<file path="src/rtl/tick_timer.sv">
// -----------------------------------------------------------------------------
// tick_timer
//
// Programmable down-counting timer driven by the one-cycle-in-three pulse of
// the divide-by-3 tick generator.  Each accepted tick decrements the count.
// When a tick lands on a count of 1 the timer expires:
//   - a one-cycle expire pulse is raised;
//   - the sticky irq flag is set;
//   - one-shot mode returns to IDLE, periodic mode reloads from the shadow load.
// The timer can be paused (HOLD), resumed, restarted or aborted.
//
// Ports
//   clk       in   system clock, rising edge
//   res       in   asynchronous active-low reset
//   tick      in   count enable (any pattern legal, including held high)
//   start     in   start / restart / resume request (level-sampled)
//   stop      in   pause / abort request (level-sampled)
//   mode      in   0 = one-shot, 1 = periodic (sampled with start)
//   load_val  in   initial / reload count (sampled with start)
//   count     out  current count, registered
//   busy      out  high while in RUN or HOLD
//   expire    out  registered one-cycle pulse per expiry
//   irq       out  sticky expiry flag
//   irq_clr   in   clears irq (a same-cycle expiry wins)
// -----------------------------------------------------------------------------
module tick_timer #(
    parameter int W = 8
) (
    input  logic         clk,
    input  logic         res,
    input  logic         tick,
    input  logic         start,
    input  logic         stop,
    input  logic         mode,
    input  logic [W-1:0] load_val,
    output logic [W-1:0] count,
    output logic         busy,
    output logic         expire,
    output logic         irq,
    input  logic         irq_clr
);

    typedef enum logic [1:0] {
        ST_IDLE = 2'd0,
        ST_RUN  = 2'd1,
        ST_HOLD = 2'd2
    } state_t;

    localparam logic [W-1:0] ZERO = '0;
    localparam logic [W-1:0] ONE  = W'(1);

    state_t       state_q, state_d;
    logic [W-1:0] count_q, count_d;
    logic [W-1:0] load_q,  load_d;
    logic         mode_q,  mode_d;
    logic         expire_q, expire_d;
    logic         irq_q,   irq_d;

    logic         load_nz;

    assign load_nz = (load_val != ZERO);

    // Next-state decode.  Within a cycle stop beats start, and start beats
    // tick, so a tick arriving alongside either request is simply dropped.
    always_comb begin
        state_d  = state_q;
        count_d  = count_q;
        load_d   = load_q;
        mode_d   = mode_q;
        expire_d = 1'b0;

        case (state_q)
            ST_IDLE: begin
                if (!stop && start && load_nz) begin
                    state_d = ST_RUN;
                    count_d = load_val;
                    load_d  = load_val;
                    mode_d  = mode;
                end
            end

            ST_RUN: begin
                if (stop) begin
                    state_d = ST_HOLD;
                end else if (start) begin
                    if (load_nz) begin
                        count_d = load_val;
                        load_d  = load_val;
                        mode_d  = mode;
                    end else begin
                        // A zero restart value is an abort that also clears.
                        state_d = ST_IDLE;
                        count_d = ZERO;
                    end
                end else if (tick) begin
                    if (count_q > ONE) begin
                        count_d = count_q - ONE;
                    end else begin
                        // Count of 1 (0 cannot occur in RUN) expires here,
                        // so the count never goes below 1 while running.
                        expire_d = 1'b1;
                        if (mode_q) begin
                            count_d = load_q;
                        end else begin
                            state_d = ST_IDLE;
                            count_d = ZERO;
                        end
                    end
                end
            end

            ST_HOLD: begin
                if (stop) begin
                    state_d = ST_IDLE;
                    count_d = ZERO;
                end else if (start) begin
                    state_d = ST_RUN;
                end
            end

            default: begin
                state_d = ST_IDLE;
                count_d = ZERO;
            end
        endcase
    end

    // Expiry takes precedence over a coincident clear.
    assign irq_d = expire_d | (irq_q & ~irq_clr);

    always_ff @(posedge clk or negedge res) begin
        if (!res) begin
            state_q  <= ST_IDLE;
            count_q  <= ZERO;
            load_q   <= ZERO;
            mode_q   <= 1'b0;
            expire_q <= 1'b0;
            irq_q    <= 1'b0;
        end else begin
            state_q  <= state_d;
            count_q  <= count_d;
            load_q   <= load_d;
            mode_q   <= mode_d;
            expire_q <= expire_d;
            irq_q    <= irq_d;
        end
    end

    assign count  = count_q;
    assign busy   = (state_q != ST_IDLE);
    assign expire = expire_q;
    assign irq    = irq_q;

endmodule

</file>
<file path="config.mk">
export PLATFORM = sky130hd
export DESIGN_NAME = tick_timer
export DESIGN_NICKNAME = d
export VERILOG_FILES = /design/src/rtl/tick_timer.sv
export SDC_FILE = /design/constraint.sdc
export NUM_CORES = 1
export LEC_CHECK = 0
export ABC_AREA = 1
export CAP_MARGIN = 20
export CORE_ASPECT_RATIO = 0.7
export CORE_MARGIN = 2
export CORE_UTILIZATION = 30
export CTS_BUF_LIST = sky130_fd_sc_hd__clkbuf_8
export DETAILED_ROUTE_END_ITERATION = 8
export PLACE_DENSITY_LB_ADDON = 0.3
export SKIP_LAST_GASP = 1
export SLEW_MARGIN = 10
export SYNTH_ARGS = -nofsm -noshare
export SYNTH_HDL_FRONTEND = slang
export SYNTH_SLANG_ARGS = --single-unit
</file>
<file path="constraint.sdc">
create_clock -name clk -period 2.6 [get_ports clk]
set_input_delay 0.78 -clock clk [delete_from_list [all_inputs] [get_ports clk]]
set_output_delay 0.78 -clock clk [all_outputs]
set_load 0.005 [all_outputs]
</file>
# [After elaboration in Yosys (flattened, before gate mapping)]
# Cells that the tools add are included.
[classes] add_sub_neg=1 magnitude_cmp=1 eq_ne=13 n_mux=33 n_bitwise=3 reduce_logical=10
[op_table] cell="$mux W8" n=11
[op_table] cell="$pmux W8 S3" n=1
[op_table] cell="$mux W2" n=9
[op_table] cell="$ne A4 B4 Y1 const B" n=4
[op_table] cell="$pmux W8 S2" n=1
[op_table] cell="$ne A2 B2 Y1 const B" n=5
[op_table] cell="$mux W1" n=9
[op_table] cell="$gt A8 B1 Y1 const B" n=1
[op_table] cell="$reduce_bool A8 Y1" n=1
[op_table] cell="$sub A8 B1 Y8 const B" n=1
[op_table] cell="$ne A3 B3 Y1 const B" n=2
[op_table] cell="$pmux W2 S3" n=1
[op_table] cell="$reduce_and A6 Y1" n=1
[op_table] cell="$reduce_and A5 Y1" n=1
[op_table] cell="$reduce_and A4 Y1" n=1
[op_table] cell="$reduce_bool A2 Y1" n=2
[op_table] cell="$eq A2 B1 Y1 const B" n=1
[op_table] cell="$eq A2 B2 Y1 const B" n=1
[op_table] cell="$logic_and A1 B1 Y1" n=2
[op_table] cell="$logic_not A2 Y1" n=1
[op_table] cell="$pmux W1 S2" n=1
[op_table] cell="$and A1 B1 Y1" n=1
[op_table] cell="$logic_not A1 Y1" n=1
[op_table] cell="$not A1 Y1" n=1
[op_table] cell="$or A1 B1 Y1" n=1
[word_totals] ff_bits=21 input_bits=15 out_inout_bits=11

# [Depth between registers and ports, before layout]
[logic_depth] word_depth=7 mapped_depth=13

# [Worst setup path after synthesis]
# OpenSTA, ideal clock, no wires.
[synth_path] path_kind="input to register" from="input port start" to="register count_q[2], in the netlist count[2]" setup_time_ps=122 arrival_ps=1525 setup_slack_ps=953 path_stages=9 path_buffers=1 cell_sequence="buf_4 > inv_4 > nor2_4 > o21ai_1 > nand2_2 > nand3_4 > inv_2 > nand2_1 > o21ai_1"
[synth_between] elab_chain_len=4
[synth_lines] element="start: declaration" line="32" text="input logic start,"
[synth_lines] element="$logic_and A1 B1 Y1 (2 in a row)" line="74" text="if (!stop && start && load_nz) begin"
[synth_lines] element="$ne A2 B2 Y1 (no line)"
[synth_lines] element="$reduce_and A4 Y1 (no line)"
[synth_lines] element="end signal: assignment" line="141" text="count_q <= count_d;"
[synth_lines] element="end: declaration" line="53" text="logic [W-1:0] count_q, count_d;"
# Parallel ways exist; a longest one is shown, timed or not. The select of a mux whose other input is x is not followed.
# A chain may end at the register's enable or synchronous reset.

# [Worst setup path in the final report]
[layout_path] from="register state_q[0]" to="output port busy"
[layout_between] elab_chain_len=1
[layout_lines] element="start: declaration" line="52" text="state_t state_q, state_d;"
[layout_lines] element="start signal: assignment" line="140" text="state_q <= state_d;"
[layout_lines] element="$reduce_bool A2 Y1" line="150" text="assign busy = (state_q != ST_IDLE);"
[layout_lines] element="end: declaration" line="37" text="output logic busy,"
# Every way passes these cells.

==> impl_metrics.csv <==
group,metric,value,unit
run_status,status,"complete, no violations",
sta,setup_violations,0,
die,core,4808,um2
global_route,grt_use_total,14.17,%
synth,synth_ff_type,"dfrtp_1",
global_route,grt_max_degree,22,
run,cap_viol_max_count,0,
synth,ys_top_cells_by_count,"nand2_1, dfrtp_1, inv_1, nor2_1, nand3_1",
cts,cts_root_buffer,"clkbuf_8",
cts,clkTransAtPathRegs,80,ps
die,die_y,63.24,um
sta,min_period,2163,ps
finish,area_growth,25.71,%
sta,finClkSkew,2.602,ps
finish,register_area,525.5,um2
critical_path,crit_slowest_cell,"clkdlybuf4s50_1",
global_route,grt-ovfl-total,0,
cts,insertion_delay,260,ps
cts,ctsHtreeMaxLevel,1,
cts,cts_resized,0,
min_path,holdPathEnd,"load_q[7]$_DFFE_PN0P_",
synth,ys_seq_area_share,34.94,%
global_route,grt_pass1_wl,6175,um
sta,fmax,462.4,MHz
min_path,hold_class,"reg -> reg",
cts,cts_buffer_depth,2,
routing,vias_per_cell,4.566,
critical_path,reg2reg_depth,12,
routing,drtAntennaViolNets,0,
pwr,powerDensity,1049,nW/um2
global_route,grt_pass1_vias,1259,
placement,gp_congestion,0.7984,
synth,syn-cell-area,1504,um2
global_route,grt_antenna_before_repair,0,
cts,cts_sinks,21,
critical_path,r2r_setup_slack,900,ps
synth,yosysUniqueCellTypes,28,
finish,layout-drive-gt1-share,17.50,%
synth,syn_area_per_cell,7.128,um2
finish,antenna_cells,0,
critical_path,crit_arrival,1380,ps
synth,netlist.top_cell.by_area,"dfrtp_1",
synth,synth.area.top_cells,"dfrtp_1, nand2_1, inv_1",
die,row_count,21,
critical_path,criticalPathCategory,"reg -> out",
die,dieArea,5605,um2
min_path,min-delay-start,"load_q[7]$_DFFE_PN0P_",
sta,max_slew_margin,71.98,%
synth,synth-edff-count,0,
critical_path,r2r_start,"count[0]$_DFFE_PN0P_",
die,ios,26,
routing,drtIter0Drc,111,
synth,synth_most_common_cell,"nand2_1",
synth,ys_ff_latch,21,
finish,fin_nets,258,
synth,netlist_instances,211,
pwr,leakage,0.0009306,uW
cts,cts-buffers-inserted,3,
synth,synth_top_area_share,34.94,%
sta,finalCritPeriodShare,83.19,%
routing,wire_per_inst,11.71,um
placement,io_buffers,25,
placement,hpwl,2863,um
critical_path,reg2reg_to,"count[4]$_DFFE_PN0P_",
routing,totalWireLength,3619,um
critical_path,critPathLaunch,"state_q[0]$_DFFE_PN0P_",
pwr,vdd_drop_max,0.5395,mV
routing,drc_errors,0,
critical_path,critical_path.top_delay_family,"buffers and inverters",
sta,max_slew.worst_pin.slew,420.4,ps
cts,post_cts_buffers,0,
routing,first_pass_iters,4,
cts,hold_buffers,0,
critical_path,cp_max_fo,4,
finish,fill_cells,515,
routing,vias,1411,
critical_path,crit_path_end_kind,"output port",
sta,hold_violations,0,
critical_path,start_kind,"flop",
critical_path,crit_required,1820,ps
critical_path,path_buf_inv,2,
synth,synth_warnings,0,
critical_path,critPathMaxStageDelay,510,ps
synth,syn_nets,228,
synth,ys_async_sr_fraction,100.0,%
sta,fin_tns_setup,0,ps
critical_path,path_cells,"nor2_2, inv_1, clkdlybuf4s50_1",
sta,drv_slew,0,
finish,multi_input_area,850.8,um2
cts,cts_tree,"yes",
min_path,holdPathStages,2,
die,initial_core_util,31.28,%
sta,rsz0062_at_grt,"false",
finish,fin_util,39.32,%
die,die_w,88.63,um
[worst max-delay path by stage]
stage | endpoint | slack, ps | cells after the start
floorplan | count[2]$_DFFE_PN0P_ | 950 | 9
global placement | mode_q$_DFFE_PN0P_ | 320 | 5
detailed placement | load_q[3]$_DFFE_PN0P_ | 310 | 5
CTS | busy | 430 | 3
global route | busy | 360 | 3
finish | busy | 440 | 3
[flip-flops by register name (all words and copies together) (netlist names)]
register and cells:
count 8, load_q 8, state_q 2, expire 1
irq 1, mode_q 1
[tightest hold or removal path, delay by kind of cell (launching register included)]
kind               cells  cell delay [ps]
AOI/OAI and AO/OA      1               60
DFF                    1              360
and+or+nand+nor        1               50
[final cells by class]
class                           count  share of cell area, %
Tap cell                           69                  4.567
Inverter                           28                  5.824
Clock buffer                        3                  2.184
Multi-Input combinational cell    159                  45.00
Sequential cell                    21                  27.80
Timing Repair Buffer               28                  14.43
Clock inverter                      1                 0.1985
[routing by layer]
| layer | vias to the layer above | wire length (um) | global-route usage (%) |
|---|---|---|---|
| met3 | 2 | 300 | 3.932 |
| met4 | 0 | 12 | 1.705 |
| li1 | 728 | - | - |
| met2 | 45 | 1397 | 18.94 |
| met5 | - | 0 | 0 |
| met1 | 636 | 1908 | 22.77 |
[report_power, final]
group,internal [uW],switching [uW]
logic,493,665
registers,451,159
clock network,105,110
[logic make-up (layout without fill, tap and decap cells)]
kind of cell	after synthesis	count (layout)	share of synthesized area (%)
AOI/OAI and AO/OA	27	27	10.40
DFF	21	21	34.94
and+or+nand+nor	127	127	42.26
muxes	3	3	2.246
adders and majority gates	2	2	1.664
buffers and inverters	31	60	8.486
[cells in the final DEF (no fill, tap or decap), drive strengths merged, types with 2 or more instances in the layout]
master	Yosys	final
clkbuf	0	3
nand2	76	76
clkdlybuf4s50	0	25
dfrtp	21	21
inv	28	29
nor2	29	29
nand3	17	17
o21ai	18	18
ha	2	2
mux2	3	3
buf	3	3
a21oi	6	6
nand4	4	4
[through the flow]
step | total power, uW | hold slack (ps) | setup slack [ps] | cell area (um2) | cells
6_report | 1982 | 499.1 | 437.1 | 1891 | 309
3_5_place_dp | 1789 | 479.3 | 307.3 | 1846 | 305
4_1_cts | 2018 | 500.1 | 427.0 | 1891 | 309
2_1_floorplan | 1416 | 453.4 | 953.3 | 1504 | 211
3_3_place_gp | 1788 | 472.2 | 324.5 | 1846 | 305
5_1_grt | 2204 | 533.2 | 362.0 | 1891 | 309
(Power assumes the default switching activity.)
